[src/rtl/i2c_register_sequencer.sv]
// rtl/i2c_register_sequencer.sv - I2C single-register write/read sequencer over the byte engine (option macro: I2C_REPEATED_START_EN)
module i2c_register_sequencer #(
    parameter int Timeout_Cycles = 1_000_000
) (
    input  logic       ipClk,
    input  logic       Reset,
    input  logic       ipValid,
    output logic       opReady,
    input  logic       ipRead,
    input  logic [6:0] ipAddress,
    input  logic [7:0] ipRegister,
    input  logic [7:0] ipWrData,
    output logic [7:0] opRdData,
    output logic       opDone,
    output logic       opError,
    output logic       opTimeout,
    output logic [7:0] opTxData,
    output logic [3:0] opCommand,
    output logic       opGo,
    input  logic       ipBusy,
    input  logic [7:0] ipRxData,
    input  logic       ipError
);

    localparam int CW = (Timeout_Cycles > 1) ? $clog2(Timeout_Cycles) : 1;
    localparam logic [CW-1:0] TLAST = CW'(Timeout_Cycles - 1);

    // Command for the register-index byte of a read: plain byte before a
    // repeated start, or a byte ending in a full stop.
`ifdef I2C_REPEATED_START_EN
    localparam logic [3:0] REG_RD_CMD = 4'b0000;
`else
    localparam logic [3:0] REG_RD_CMD = 4'b0001;
`endif

    typedef enum logic [2:0] {sIdle, sLoad, sGo, sWait, sCheck, sDone} state_t;

    state_t        r_state;
    logic          r_read;
    logic [6:0]    r_addr;
    logic [7:0]    r_reg;
    logic [7:0]    r_wdata;
    logic [1:0]    r_idx;
    logic [CW-1:0] r_cnt;
    logic          r_go;
    logic          r_done;
    logic          r_err;
    logic          r_to;
    logic [7:0]    r_tx;
    logic [3:0]    r_cmd;
    logic [7:0]    r_rd;
    logic          r_drain;   // engine may still be busy from an aborted byte

    logic          w_ready;
    logic          w_accept;
    logic          w_last;
    logic          w_write_byte;
    logic [7:0]    w_tx;
    logic [3:0]    w_cmd;

    // Hold off new requests while the engine finishes a byte we abandoned.
    assign w_ready      = (r_state == sIdle) && !Reset && !(r_drain && ipBusy);
    assign w_accept     = ipValid && w_ready;
    assign w_last       = r_read ? (r_idx == 2'd3) : (r_idx == 2'd2);
    assign w_write_byte = !(r_read && (r_idx == 2'd3));

    // Byte/command table indexed by the byte position within the transaction.
    always_comb begin
        w_tx  = 8'h00;
        w_cmd = 4'b0000;
        case (r_idx)
            2'd0: begin w_tx = {r_addr, 1'b0}; w_cmd = 4'b1000; end
            2'd1: begin w_tx = r_reg; w_cmd = r_read ? REG_RD_CMD : 4'b0000; end
            2'd2: begin
                w_tx  = r_read ? {r_addr, 1'b1} : r_wdata;
                w_cmd = r_read ? 4'b1000 : 4'b0001;
            end
            default: begin w_tx = 8'h00; w_cmd = 4'b0101; end
        endcase
    end

    // Transaction FSM with registered engine handshake and status outputs.
    always_ff @(posedge ipClk) begin
        if (Reset) begin
            r_state <= sIdle;
            r_read  <= 1'b0;
            r_addr  <= 7'h00;
            r_reg   <= 8'h00;
            r_wdata <= 8'h00;
            r_idx   <= 2'd0;
            r_cnt   <= '0;
            r_go    <= 1'b0;
            r_done  <= 1'b0;
            r_err   <= 1'b0;
            r_to    <= 1'b0;
            r_tx    <= 8'h00;
            r_cmd   <= 4'h0;
            r_rd    <= 8'h00;
            r_drain <= 1'b1;
        end else begin
            r_done <= 1'b0;
            case (r_state)
                sIdle: begin
                    if (!ipBusy) r_drain <= 1'b0;
                    if (w_accept) begin
                        r_read  <= ipRead;
                        r_addr  <= ipAddress;
                        r_reg   <= ipRegister;
                        r_wdata <= ipWrData;
                        r_idx   <= 2'd0;
                        r_err   <= 1'b0;
                        r_to    <= 1'b0;
                        r_state <= sLoad;
                    end
                end
                sLoad: begin
                    r_tx    <= w_tx;
                    r_cmd   <= w_cmd;
                    r_go    <= 1'b1;
                    r_cnt   <= '0;
                    r_state <= sGo;
                end
                sGo: begin
                    if (r_cnt == TLAST) begin
                        r_to    <= 1'b1;
                        r_go    <= 1'b0;
                        r_done  <= 1'b1;
                        r_drain <= 1'b1;
                        r_state <= sDone;
                    end else begin
                        r_cnt <= r_cnt + CW'(1);
                        if (ipBusy) begin
                            r_go    <= 1'b0;
                            r_state <= sWait;
                        end
                    end
                end
                sWait: begin
                    if (!ipBusy) begin
                        r_state <= sCheck;
                    end else if (r_cnt == TLAST) begin
                        r_to    <= 1'b1;
                        r_done  <= 1'b1;
                        r_drain <= 1'b1;
                        r_state <= sDone;
                    end else begin
                        r_cnt <= r_cnt + CW'(1);
                    end
                end
                sCheck: begin
                    if (ipError && w_write_byte) begin
                        r_err   <= 1'b1;
                        r_done  <= 1'b1;
                        r_state <= sDone;
                    end else if (w_last) begin
                        if (r_read) r_rd <= ipRxData;
                        r_done  <= 1'b1;
                        r_state <= sDone;
                    end else begin
                        r_idx   <= r_idx + 2'd1;
                        r_state <= sLoad;
                    end
                end
                sDone:   r_state <= sIdle;
                default: r_state <= sIdle;
            endcase
        end
    end

    assign opReady   = w_ready;
    assign opRdData  = r_rd;
    assign opDone    = r_done;
    assign opError   = r_err;
    assign opTimeout = r_to;
    assign opTxData  = r_tx;
    assign opCommand = r_cmd;
    assign opGo      = r_go;

endmodule

[config.mk]
export PLATFORM = sky130hd
export DESIGN_NAME = i2c_register_sequencer
export DESIGN_NICKNAME = d
export VERILOG_FILES = /design/src/rtl/i2c_register_sequencer.sv
export SDC_FILE = /design/constraint.sdc
export NUM_CORES = 1
export LEC_CHECK = 0
export CORE_AREA = 2 2 87 89
export CTS_CLUSTER_DIAMETER = 100
export DETAILED_ROUTE_END_ITERATION = 8
export DIE_AREA = 0 0 89 91
export PLACE_DENSITY = 0.74
export SLEW_MARGIN = 10
export SYNTH_ARGS = -nofsm -noshare
export SYNTH_HDL_FRONTEND = slang
export SYNTH_SLANG_ARGS = --single-unit
[constraint.sdc]
create_clock -name ipClk -period 2.2 [get_ports ipClk]
set_input_delay 0.44 -clock ipClk [delete_from_list [all_inputs] [get_ports ipClk]]
set_output_delay 0.44 -clock ipClk [all_outputs]
set_load 0.02 [all_outputs]
=== After elaboration in Yosys (flattened, before gate mapping) ===
Index checks and enable logic that the tools add are counted.

* Add/sub/neg operators: 2
* $mul: 0
* Div/mod/pow operators: 0
* Order comparisons: 0
* Equality and inequality tests: 16
* Shift operators: 0
* Muxes and demuxes: 39
* Bitwise operators: 1
* Reductions and logical operators: 24

{| class="wikitable"
|+ Operators by type and width
! operator !! count
|-
| 20-bit one-hot mux with 3 select lines || 1
|-
| 20-bit two-way mux || 2
|-
| 8-bit one-hot mux with 3 select lines || 1
|-
| 3-bit two-way mux || 7
|-
| 20-bit by 1-bit adder with 20-bit output, second input constant || 1
|-
| 20-bit equality test, second input constant || 1
|-
| 1-bit two-way mux || 15
|-
| 3-bit one-hot mux with 5 select lines || 1
|-
| 2-bit != test, second input constant || 6
|-
| 4-bit one-hot mux with 3 select lines || 1
|-
| 3-bit AND reduction || 4
|-
| 1-bit one-hot mux with 3 select lines || 3
|-
| 8-bit two-way mux || 1
|-
| 4-bit AND reduction || 2
|-
| 3-bit by 2-bit equality test with 1-bit output, second input constant || 2
|-
| 1-bit logical AND || 6
|-
| 2-bit two-way mux || 3
|-
| 3-bit != test, second input constant || 2
|-
| 2-bit AND reduction || 3
|-
| 3-bit nonzero test || 2
|-
| 2-bit equality test, second input constant || 2
|-
| 4-bit two-way mux || 1
|-
| 1-bit one-hot mux with 2 select lines || 2
|-
| 2-bit one-hot mux with 2 select lines || 1
|-
| other kinds (9) || 12
|}

* Bits in registers: 74
* Latch bits: 0
* Bits in writable memories: 0
* ROM bits: 0
* Output and inout port bits: 25
* Word-level logic and storage cells: 97
* Memories: 0

=== Depth between registers and ports, before layout ===
Gate-level depths: netlist (run 1).

* Depth in word-level cells: 6
* Depth in mapped cells: 8
* Mapped depth without buffers: 7

=== Worst setup path after synthesis (run 1) ===
No wires, ideal clock.

* Kind: register -> register
* From: register r_idx[0]
* To: register r_idx[0]
* Library setup time: 0.128 ns
* Data arrival time: 1.919 ns
* Data required time: 2.072 ns
* Slack: 0.154 ns
* Cell stages (with the launch flop): 9
* Buffers on the path: 1
* Clock period less this slack: 2.046 ns
* Cell sequence: dfxtp_1 inv_1 ha_1 nor2b_1 clkbuf_1 or3b_2 mux2_2 a22oi_1 nor2_1

* Word-level cells in the longest chain between the ends: 6
* Elaborated cells between the ends (all ways): 13
* Classes of those cells: add/sub (1); eq/ne (4); mux (4); reduce/logical (4)

{| class="wikitable"
|+ Ends and longest elaborated chain
! element !! line !! source
|-
| start: declaration || 43 || <nowiki>logic [1:0] r_idx;</nowiki>
|-
| start signal: assignment || 160 || <nowiki>r_idx <= r_idx + 2'd1;</nowiki>
|-
| parallel branches: the longest is 6 deep, another holds 2-bit by 1-bit adder with 2-bit output || -- ||
|}

Several ways; the timed one is not identified. The select of a mux whose other input is x is not followed.
A chain may end at the register's enable or synchronous reset.

=== Worst setup path after layout (run 1) ===
* From: input port ipBusy
* To: output port opReady

* Word-level cells in the longest chain between the ends: 3

{| class="wikitable"
|+ Ends and longest elaborated chain
! element !! line !! source
|-
| start: declaration || 20 || <nowiki>input logic ipBusy,</nowiki>
|-
| 1-bit logical AND || 62 || <nowiki>assign w_ready = (r_state == sIdle) && !Reset && !(r_drain && ipBusy);</nowiki>
|-
| 1-bit logical NOT || 62 ||
|-
| 1-bit logical AND || 62 ||
|-
| end: declaration || 8 || <nowiki>output logic opReady,</nowiki>
|}

No other way between the ends.

==> flow_summary.yaml, run 1 <==
die:
  core_area_sq_mm: 0.00714
  core.rowCount: 31
  chipWidth_um: 89
  die_h_um: 91
  io_pins: 62
  start_util_pct: 48.3
  die-area_sq_mm: 0.00810
logic_synthesis:
  synth_top_family_by_area: "simple AND/OR/NAND/NOR gates"
  synth_fp_nets: 460
  syn_avg_cell_area_sq_um: 8.27
  seq_area_frac_synth_pct: 42.4
  synth_ff_type: "dfxtp_1"
  ys_seq_elements: 73
  synthCells: 417
  async_flop_share_pct: 0
  synth-edff-count: 0
  yosys.area_share.xor_xnor_pct: 0.254
  synth-simple-area-share_pct: 30.2
  synth_area_sq_mm: 0.00345
  yosys.area_share.adder_pct: 2.18
  synth-compound-area-share_pct: 17.5
  ys_types: 61
  synth.area.mux_share_pct: 3.23
  yosys_warnings: 0
sta:
  fmaxAchievable_mhz: 484
  final_hold_viol_count: 0
  final_max_slew_viol_count: 0
  worst_slew_margin_rel_pct: 53.5
  post-route-period-util_pct: 93.9
  fin_crit_ns: 2.07
  rsz0062_at_grt: "false"
  finalSetupViolCount: 0
  tightest_slew_ns: 0.698
  finalClockSkew_ns: 0.00661
critical_path:
  crit_fanout: 2
  r2r_slack_ns: 0.22
  rr_worst_depth: 6
  startpoint_type: "primary input"
  critPathArrivalTime_ns: 1.63
  cp.required_ns: 1.76
  reg2reg_to: "r_cnt[3]"
  end_kind: "output pin"
  crit_type: "primary input to output pin"
  regToRegStartpoint: "r_cnt[1]"
min_path:
  hp-class: "flip-flop to flip-flop"
  worstHoldPathCells: 2
  min_to: "opCommand[2]"
  hold_start: "opCommand[2]"
power:
  power_density_mw_per_mm2: 614
  p_clk_share_pct: 35.6
  power_switching_uw: 722
  vdd_drop_max_uv: 432
  power.total_mw: 2.73
  p_sw_share_pct: 26.4
  intPower_mw: 2.01
  leakage_nw: 1.71
  p_comb_share_pct: 12.7
  seqPwrFrac_pct: 51.6
routing:
  drc_errors: 0
  vias: 3228
  wl_per_cell_um: 14.4
  drtAntennaViolNets: 0
  dr.first_iter.drc_count: 151
  first_pass_iters: 4
  routed_wl_um: 8520
  vias_per_cell: 5.45
grt:
  antenna_found_initial: 0
  grt_pass1_vias: 3098
  grt_pass1_wl_um: 14300
  grt_overflow: 0
  track_usage_pct: 22.3
  grt_start_max_net_pins: 71
finish:
  layout.nets: 531
  drive_gt1_share_pct: 12.6
  area_growth_pct: 29.2
  instances_no_fill: 592
  diodes: 0
  top_register: "r_cnt"
  final_cell_area_sq_mm: 0.00445
  largest_reg_flops: 20
  postLayoutCoreUtil_pct: 62.4
cts:
  numCtsBuffers: 9
  root_buffer: "clkbuf_8"
  clk_pin_slew_worst_paths_ns: 0.08
  clk_latency_ns: 0.35
  h-tree-depth: 3
  cts_tree: "built"
  holdBufCountCts: 0
  cts.path.max_buffers: 2
  cts_setup_buffers: 0
  clkSinkCount: 73
placement:
  dp_hpwl_um: 5920
  detailed_place.area_sq_mm: 0.00426
  port_buffers: 60
  gp_congestion: 0.809
  dp.cells: 576
run:
  drv_cap: 0
outcome:
  status: "completed"
[synthesized netlist by cell type, types with 3 or more instances]
cell,number,share of area [%]
nand2_1,74,8.1
dfxtp_1,73,42
nor2_1,43,4.7
a21oi_1,29,4.2
nand3b_1,25,5.4
clkbuf_1,21,2.3
nand3_1,12,1.7
o21ai_0,11,1.6
mux2i_1,10,2.9
nor3_1,9,1.3
a222oi_1,7,2.0
nor2b_1,7,1.3
a31oi_1,6,1.1
ha_1,6,2.2
nand2b_1,5,0.91
a211oi_1,4,0.87
inv_1,4,0.44
nand4_1,4,0.73
o21ai_1,4,0.58
o31ai_1,4,0.87
a22o_1,3,0.76
a41oi_1,3,0.76
and3_1,3,0.54
buf_2,3,0.44
or4_1,3,0.65
[timing repair]
action | 4_1_cts | 5_1_grt
endpoints found under the setup margin | 1 | 7
cloned | 0 | 0
resized for setup | 1 | 3
[critical path, cell delays in order]
cell and delay, ns:
clkdlybuf4s50_1 0.42, a21oi_1 0.18, and3b_1 0.21, dlygate4sd2_1 0.38
[logic make-up (layout without fill, tap and decap cells)]
logic type | after synthesis | count (layout)
AO/OA/AOI/OAI | 89 | 89
buffers and inverters | 32 | 108
flip-flops | 73 | 73
AND/OR/NAND/NOR | 204 | 204
multiplexers | 11 | 11
other | 1 | 1
adder cells (fa/ha/maj) | 6 | 6
XOR/XNOR | 1 | 1
[per-layer routing]
metal / wire length (um) / vias to the layer above / track usage, %
met4: 182 / 0 / 8.83
met3: 338 / 14 / 5.55
met2: 4190 / 85 / 35.1
met1: 3810 / 1501 / 29.0
met5: 0 / - / 0
li1: - / 1628 / -
[layout make-up]
class,count,area (sq um)
fill,648,2680
multi-input combinational,312,1850
sequential,73,1460
timing repair buffer,88,817
clock buffer,11,151
tap,99,124
clock inverter,5,30.0
inverter,4,15.0
[cells in the final DEF, fill, tap and decap left out, types with 4 or more instances in the layout]
cell type | synthesis | final
nand2_1 | 74 | 74
dfxtp_1 | 73 | 72
clkdlybuf4s50_1 | 0 | 58
nor2_1 | 43 | 43
a21oi_1 | 29 | 29
buf_4 | 1 | 27
nand3b_1 | 25 | 25
nand3_1 | 12 | 12
o21ai_0 | 11 | 11
clkbuf_8 | 0 | 11
mux2i_1 | 10 | 10
nor3_1 | 9 | 9
nor2b_1 | 7 | 7
a222oi_1 | 7 | 7
a31oi_1 | 6 | 6
ha_1 | 6 | 6
nand2b_1 | 5 | 5
inv_1 | 4 | 4
nand4_1 | 4 | 4
a211oi_1 | 4 | 4
o31ai_1 | 4 | 4
o21ai_1 | 4 | 4
[power groups by stage]
stage | clock [mW] | combinational [mW] | sequential, mW
after global placement | 0 | 0.343 | 1.44
after floorplan | 0 | 0.194 | 1.43
after CTS | 0.998 | 0.347 | 1.41
final | 0.974 | 0.347 | 1.41
after detailed placement | 0 | 0.346 | 1.44
after global routing | 1.06 | 0.381 | 1.42
[worst max path at each step]
stage,startpoint,endpoint,cells after the start
after floorplan,r_idx[0],r_idx[0],8
after global placement,ipBusy,opReady,4
after detailed placement,ipBusy,opReady,4
after CTS,ipBusy,opReady,4
after global routing,ipBusy,opReady,4
final,ipBusy,opReady,4
[per-stage QoR]
stage,setup WS (ns),setup TNS [ns],hold slack (ns)
5_1_grt,0.0554,0,0.481
4_1_cts,0.130,0,0.469
2_1_floorplan,0.154,0,0.446
6_report,0.135,0,0.462
3_5_place_dp,-0.132,-0.526,0.458
3_3_place_gp,-0.158,-0.335,0.448
Power figures use the tool's default switching activity.
==> run 2: changes to the inputs <==
SETUP_SLACK_MARGIN = 0.15   (was default)
TNS_END_PERCENT = 20   (was default)
==> run 2 against run 1 <==
Against the previous run:
- clock-buffer cell count is the same
- first-iteration DRC count shrank 7.3%
- clock skew grew 0.0018 ns
==> flow_summary.yaml, run 2 (synthesized netlist as in run 1, its figures left out) <==
outcome:
  status: "completed"
die:
  die-area_sq_mm: 0.00810
  core_area_sq_mm: 0.00714
  core.rowCount: 31
  io_pins: 62
  start_util_pct: 48.3
  die_h_um: 91
  chipWidth_um: 89
sta:
  fin_crit_ns: 1.98
  setup_tns_ns: 0
  final_hold_viol_count: 0
  finalSetupViolCount: 0
  fmaxAchievable_mhz: 505
  final_max_slew_viol_count: 0
  worst_slew_margin_rel_pct: 54.0
  tightest_slew_ns: 0.690
  post-route-period-util_pct: 90.0
  rsz0062_at_grt: "true"
  finalClockSkew_ns: 0.00839
routing:
  wl_per_cell_um: 14.3
  drtAntennaViolNets: 0
  vias: 3203
  routed_wl_um: 8490
  dr.first_iter.drc_count: 140
  drc_errors: 0
  first_pass_iters: 5
  vias_per_cell: 5.41
grt:
  grt_pass1_vias: 3098
  grt_start_max_net_pins: 71
  grt_pass1_wl_um: 14300
  antenna_found_initial: 0
  grt_overflow: 0
  track_usage_pct: 22.3
critical_path:
  cp.required_ns: 2.47
  crit_type: "flip-flop to flip-flop"
  path_cells: "ha_2 -> nand2_1 -> or4_4 -> buf_4 -> nor2_4 -> o21ai_0 -> a211oi_1"
  crit_family: "simple AND/OR/NAND/NOR gates"
  end_kind: "flip-flop"
  critPathArrivalTime_ns: 2.25
  r2r_slack_ns: 0.22
  slowest_delay_ns: 0.56
  crit_path_top_delay_cell: "or4_4"
  startpoint_type: "flip-flop"
  critical_path_buf_inv_count: 1
  crit_fanout: 6
power:
  p_sw_share_pct: 26.5
  p_clk_share_pct: 35.7
  intPower_mw: 2.01
  leakage_nw: 1.70
  power_density_mw_per_mm2: 614
  vdd_drop_max_uv: 432
  power.total_mw: 2.74
  seqPwrFrac_pct: 51.6
  p_comb_share_pct: 12.7
  power_switching_uw: 725
placement:
  gp_congestion: 0.809
  dp_hpwl_um: 5920
  detailed_place.area_sq_mm: 0.00426
  dp.cells: 576
  port_buffers: 60
finish:
  layout_common_cells: "nand2_1, dfxtp_1, clkdlybuf4s50_1, nor2_1, a21oi_1"
  postLayoutCoreUtil_pct: 62.4
  final_cell_area_sq_mm: 0.00446
  diodes: 0
  largest_reg_flops: 20
  layout.nets: 531
  area_growth_pct: 29.3
  fillers: 646
  final_common_cell: "nand2_1"
  drive_gt1_share_pct: 13.2
  instances_no_fill: 592
  top_register: "r_cnt"
cts:
  numCtsBuffers: 9
  root_buffer: "clkbuf_8"
  clk_latency_ns: 0.35
  cts_setup_buffers: 0
  h-tree-depth: 3
  clkSinkCount: 73
  clk_pin_slew_worst_paths_ns: 0.08
  holdBufCountCts: 0
  cts_tree: "built"
  cts.path.max_buffers: 2
min_path:
  hp-class: "flip-flop to flip-flop"
run:
  drv_cap: 0
==> run 2: changes by cell type in the layout (fill, tap and decap cells not counted) <==
cell           before  now
ha_2                0    1
clkbuf_2            0    1
dlygate4sd2_1       1    0
ha_1                6    5
o31ai_1             4    3
o31ai_2             0    1
==> run 2: cell type report <==
cell class | instances | area (sq um) | share of cell area (%)
inverters | 4 | 15.0 | 0.337
clock buffers | 11 | 151 | 3.40
repair buffers | 88 | 813 | 18.2
multi-input cells | 312 | 1860 | 41.7
well taps | 99 | 124 | 2.78
clock inverters | 5 | 30.0 | 0.674
flip-flops and latches | 73 | 1460 | 32.8
==> run 2: worst paths after layout <==
path,from,endpoint,cells after the start
max,r_cnt[1],r_state[2],7
min,opCommand[2],opCommand[2],2
max reg2reg,r_cnt[1],r_state[2],7
min reg2reg,opCommand[2],opCommand[2],2
==> run 2: per-stage QoR <==
step	hold WS [ns]	worst slack [ns]
floorplan	0.446	0.154
global placement	0.448	-0.158
detailed placement	0.458	-0.132
CTS	0.469	0.155
global route	0.481	0.0883
finish	0.461	0.221
==> run 2: layer usage <==
layer  vias to the layer above  GRT usage [%]  routed length, um
met5                         -              0                  0
met4                         0           8.83                163
met3                        12           5.55                386
met2                        82           35.1               4180
met1                      1486           29.0               3760
li1                       1623              -                  -
==> run 2: power by group through the flow <==
stage,logic (mW),registers [mW],clock network (mW)
after floorplan,0.194,1.43,0
after global placement,0.343,1.44,0
after detailed placement,0.346,1.44,0
after CTS,0.348,1.41,0.998
after global routing,0.382,1.42,1.06
final,0.347,1.41,0.977
==> run 2: worst register-to-register path: stages (launching register included) <==
cell	delay, ns
dfxtp_2	0.38
ha_2	0.20
nand2_1	0.08
or4_4	0.57
buf_4	0.18
nor2_4	0.15
o21ai_0	0.11
a211oi_1	0.25
==> run 2: repair_timing <==
| item | in CTS | in global routing |
|---|---|---|
| setup endpoints to repair | 1 | 30 |
| cloned | 0 | 0 |
| gates resized for setup | 2 | 6 |
==> variant 1 (flow settings as in run 2) <==
Re-encode `state_t` (6 states) as one-hot, 6 bits wide.
--- a/src/rtl/i2c_register_sequencer.sv
+++ b/src/rtl/i2c_register_sequencer.sv
@@ -33,7 +33,7 @@
     localparam logic [3:0] REG_RD_CMD = 4'b0001;
 `endif
 
-    typedef enum logic [2:0] {sIdle, sLoad, sGo, sWait, sCheck, sDone} state_t;
+    typedef enum logic [5:0] {sIdle = 6'b000001, sLoad = 6'b000010, sGo = 6'b000100, sWait = 6'b001000, sCheck = 6'b010000, sDone = 6'b100000} state_t;
 
     state_t        r_state;
     logic          r_read;
Behaviour: same outputs for any inputs over 10 cycles, from zero or initial values and one cycle with Reset high; not proved beyond that.
==> variant 1 against run 2 <==
  * Routed wire length rose by 2.2%
  * Final cell count down 5.1%
  * Sequential cell count is 3 higher
  * Worst setup slack got worse by 220 ps
  * Final area rose by 5.6%
  * Largest power group unchanged
  * Critical path type unchanged
  * Area after synthesis down 0.98%
  * Global-route usage shrank 0.50 points
  * Power grew 19%
==> variant 1: results (changes against run 2) <==
- Proportion of synthesized chip area in sequential cells: 44.57% (+2.2 points)
- Area fraction in compound gates after synthesis: 15.43% (-2.0 points)
- The synthesized netlist net count came to 423 (-8.0%).
- The global routing usage on met3 was 3.909% (-1.6 points).
- The mux cell area share after synthesis came to 9.677% (+6.4 points).
* Fill cell instance count of the final layout: 619 (-4.2%)
* Status: finished clean
* Post-placement cell area: 4267 sq um (+0.12%)
- Fraction of final layout cells with drive strength greater than 1: 19.65% (+6.5 points)
- The peak fanout along the critical path came to 24 (+18).
- Met2 Usage GRT: 33.33% (-1.7 points)
* Clock buffer count from CTS: 9 (unchanged)
- The share of async-settable or async-resettable flops after synthesis came to 0% (unchanged).
- Vias: 3125 (-2.4%)
- The number of global-route vias before repair is 2966 (-4.3%).
- Antenna violations before repair: 0 (unchanged)
- Transition at the pin with the smallest max-transition slack: 566.3 ps (-124.0 ps)
- Sum of negative setup slack: 0 ps (unchanged)
* Final net count: 502 (-5.5%)
- The clock-pin transition on the worst setup and hold timing paths was 80 ps (about the same).
* Amount of wire on met3 after detailed routing: 487 microns (+26%)
* Worst hold path class: reg2reg
- The total length of routed met2 wires was 4.115 mm (-1.5%).
* Number of buffers on the longest clock path: 2 (unchanged)
- VDD IR max: 0.3790 mV (-12%)
- The cell count after placement was 542 (-5.9%).
* Largest net degree at the start of global routing: 56 (-21%)
- CTS placed an instance of clkbuf_8 at the clock tree root.
- Data arrival time of the worst path: 2470 ps (+220 ps)
* DP Worst Slack: -283.5 ps (-151.9 ps)
- The estimated wirelength of the detail-placed design came to 5.546 mm (-6.3%).
- Signal routing reaches up to met4.
- Adder-cell share of the synthesized area: 2.199% (+0.022 points)
- Top cells by count, synth: dfxtp_1, nor2_1, a21oi_1
* Routed length on met1: 3.867 mm (+2.8%)
- Number of distinct library cells after synthesis: 50 (-18%)
* Register bank with the most flops: r_cnt
- Layout Skew: 8.696 ps (+0.3097 ps)
- The initial detailed-routing violation count is 136 (-2.9%).
- Slowest CP cell: or4_4
- Final weighted congestion in routability-driven placement: 0.8018 (-0.85%)
- Average via count per standard cell: 5.560 (+2.8%)
- The Yosys warning count came to 0 (unchanged).
* Leakage power: 1.615 nW (-5.3%)
- The count of H-tree levels built during CTS was 3 (unchanged).
- The count of port buffers added during placement is 60 (unchanged).
* Synthesized netlist cell count: 380 (-8.9%)
- Total Routing Usage GR: 21.76% (-0.50 points)
- XOR/XNOR Fraction of Synth Area: 0.2566% (+0.0025 points)
- The area taken by multi-input logic gates is 1886 sq um (+1.3%).
- Yosys attributes the largest share of cell area to dfxtp_1, mux2i_1, a21oi_1.
* Global-route wire length before repair: 13.99 mm (-2.1%)
* Routed length per instance: 15.44 microns (+7.7%)
* Number of flip-flops under the largest register name: 20 (unchanged)
- The length of the first detailed-routing pass in iterations is 5 (unchanged).
* Met1 Usage GRT: 29.52% (+0.56 points)
- The antenna cell count was 0 (unchanged).
## variant 1: changes by cell type after synthesis, moves of 8 or more
cell      delta
clkbuf_1     -8
nand2_1     -55
or3_1       +14
mux2i_1     +23
a21oi_1      +8
nand3b_1    -23
## variant 1: final cells by class
cell class              instances  share of cell area [%]
clock inverters                 6                   1.913
inverters                       7                  0.5581
clock buffers                   9                   2.631
well taps                      99                   2.631
multi-input cells             273                   40.05
flip-flops and latches         76                   32.47
repair buffers                 92                   19.74
## variant 1: cell families (layout without fill, tap and decap cells)
group / after synthesis / in the layout
AO/OA/AOI/OAI: 83 / 83
flip-flops: 76 / 76
other: 1 / 1
buffers and inverters: 31 / 114
AND/OR/NAND/NOR: 149 / 149
adder cells (fa/ha/maj): 6 / 6
XOR/XNOR: 1 / 1
multiplexers: 33 / 33
## variant 1: power by group
part / switching [mW] / leakage (nW) / internal [mW]
Clock: 0.528 / 0.105 / 0.634
Combinational: 0.297 / 0.893 / 0.325
Sequential: 0.0309 / 0.616 / 1.43
## variant 1: final timing paths
check                  from         to  slack (ps)  depth (start not counted)
hold / removal    opTimeout  opTimeout         460                          2
setup reg to reg   r_cnt[8]   r_cnt[7]           5                          7
setup / recovery   r_cnt[8]   r_cnt[7]           5                          7
hold reg to reg   opTimeout  opTimeout         460                          2
## variant 1: worst max-delay path: cells and delay by family (launching register included)
kind | cells | cell delay, ps
AOI/OAI and AO/OA | 3 | 400
DFF | 1 | 330
buffers and inverters | 2 | 320
and+or+nand+nor | 2 | 1090
## variant 1: repair_timing
action	4_1_cts	5_1_grt
resized for setup	38	12
pin swaps	32	10
setup buffers	3	0
cloned	2	0
endpoints found under the setup margin	47	32
endpoints found under the hold margin	0	0
==> variant 2 (flow settings as in run 2) <==
Made on the original files. Add a define of `I2C_REPEATED_START_EN`.
--- a/src/rtl/i2c_register_sequencer.sv
+++ b/src/rtl/i2c_register_sequencer.sv
@@ -1,4 +1,6 @@
 // rtl/i2c_register_sequencer.sv - I2C single-register write/read sequencer over the byte engine (option macro: I2C_REPEATED_START_EN)
+`define I2C_REPEATED_START_EN
+
 module i2c_register_sequencer #(
     parameter int Timeout_Cycles = 1_000_000
 ) (
Behaviour: not the same (a bounded check fails within 10 cycles, from zero or initial values and one cycle with Reset high).
==> variant 2 against run 2 <==
  * Final area fell by 1.1%
  * Hold slack worse by 91 ps
  * Final cell count decreased by 0.68%
  * Area after synthesis fell by 2.0%
  * Sequential cell count unchanged
  * Register-to-register slack better by 60 ps
  * Power rose by 7.1%
  * Worst setup slack better by 33 ps
  * Routed wire length shrank 2.0%
  * Sequential power barely moved
  * Non-clock buffer count down 3
  * Synthesized cell count decreased by 0.48%
==> variant 2: results (changes against run 2) <==
* Fraction of registers with async set or reset after synthesis: 0% (unchanged)
- Fill cell instance count of the final layout: 643 (-0.46%)
* Transition at the pin with the smallest max-transition slack: 529.0 ps (-161.3 ps)
- The layout cell share with drive strength beyond 1 is 10.43% (-2.8 points).
- The synthesized netlist net count was 458 (-0.43%).
- Layout Skew: 11.92 ps (+3.535 ps)
* Largest net degree at the start of global routing: 42 (-41%)
- The reported leakage power is 1.657 nW (-2.8%).
- Synthesized netlist cell count: 415 (-0.48%)
- Global-route wire length before repair: 13.70 mm (-4.1%)
- The maximum vdd drop is 0.4025 mV (-6.9%).
- The layout net count was 527 (-0.75%).
- By count the netlist is led by dfxtp_1, o21ai_0, nand2_1.
* Final weighted congestion in routability-driven placement: 0.8770 (+8.4%)
- Final HPWL DP: 5.880 mm (-0.64%)
- The detail-routed net length per standard cell was 14.15 microns (-1.3%).
- The total placed instance area came to 4179 sq um (-1.9%).
* Total Routing Usage GR: 21.31% (-0.96 points)
* Worst hold path class: in2reg
- Number of distinct library cells after synthesis: 56 (-8.2%)
- The peak fanout along the critical path came to 3 (-3).
- The cell count after placement came to 572 (-0.69%).
- Average via count per standard cell: 5.403 (-0.14%)
- Cell internal pwr: 2.192 mW (+9.0%)
* Status: finished clean
- The sequential share of the synthesized area is 43.26% (+0.86 points).
[variant 2: changes by cell type in the layout (fill, tap and decap cells not counted), sizes merged, moves of 4 or more]
cell,delta
nor3,-6
nand2,-27
nand3b,-24
a21oi,-4
a211oi,-5
inv,+5
o21ai,+34
nand2b,+25
[variant 2: path summary, 6_finish.rpt]
check	startpoint	cells after the start	slack [ps]	to
max	ipBusy	4	250	opReady
min	Reset	2	370	r_cnt[5]
max reg2reg	r_cnt[1]	6	280	r_cnt[13]
min reg2reg	r_cnt[18]	1	470	r_cnt[18]
[variant 2: cell families (layout without fill, tap and decap cells)]
logic type | Yosys count | count (layout) | synth area share (%)
AOI/OAI and AO/OA | 111 | 111 | 19.78
xor gates and xnor gates | 2 | 2 | 0.5186
adders and majority gates | 6 | 6 | 2.222
buffers and inverters | 35 | 109 | 4.407
DFF | 73 | 73 | 43.26
muxes | 10 | 10 | 2.963
other | 1 | 1 | 0.1110
and+or+nand+nor | 177 | 177 | 26.74
[variant 2: what timing repair did]
| item | in CTS | in global routing |
|---|---|---|
| gates resized for setup | 1 | 3 |
| pin swaps | 0 | 1 |
| setup endpoints to repair | 1 | 17 |
[variant 2: per-stage QoR]
stage | hold slack [ps] | worst slack, ps | setup TNS (ps)
after floorplan | 426.2 | 178.5 | 0
after global placement | 452.9 | 11.49 | 0
after detailed placement | 456.7 | -6.622 | -6.622
after CTS | 361.2 | 161.8 | 0
after global routing | 389.7 | 138.1 | 0
final | 369.7 | 253.5 | 0
[variant 2: area by class of cell]
class / instances / area, sq um / area share, %
inverter: 8 / 30.03 / 0.6812
tap: 99 / 123.9 / 2.810
sequential: 73 / 1465 / 33.24
clock inverter: 7 / 102.6 / 2.328
timing repair buffer: 85 / 794.5 / 18.02
multi-input combinational: 307 / 1768 / 40.11
clock buffer: 9 / 123.9 / 2.810
[variant 2: power groups by stage]
stage / clock network [mW] / logic, mW / registers [mW]
2_1_floorplan: 0 / 0.172 / 1.43
3_3_place_gp: 0 / 0.326 / 1.44
3_5_place_dp: 0 / 0.332 / 1.44
4_1_cts: 1.21 / 0.333 / 1.41
5_1_grt: 1.26 / 0.369 / 1.42
6_report: 1.19 / 0.335 / 1.41
[variant 2: worst max-delay path: stages]
cell             delay [ps]
clkdlybuf4s50_1         510
nand2_1                  80
and3_1                  160
dlygate4sd2_1           320
[variant 2: routing by layer]
layer	up-vias	track usage [%]	part of all wire [%]
li1	1599	-	-
met1	1437	29.78	46
met2	120	31.34	45
met3	21	4.000	6.1
met4	0	10.20	3.0
met5	-	0	0
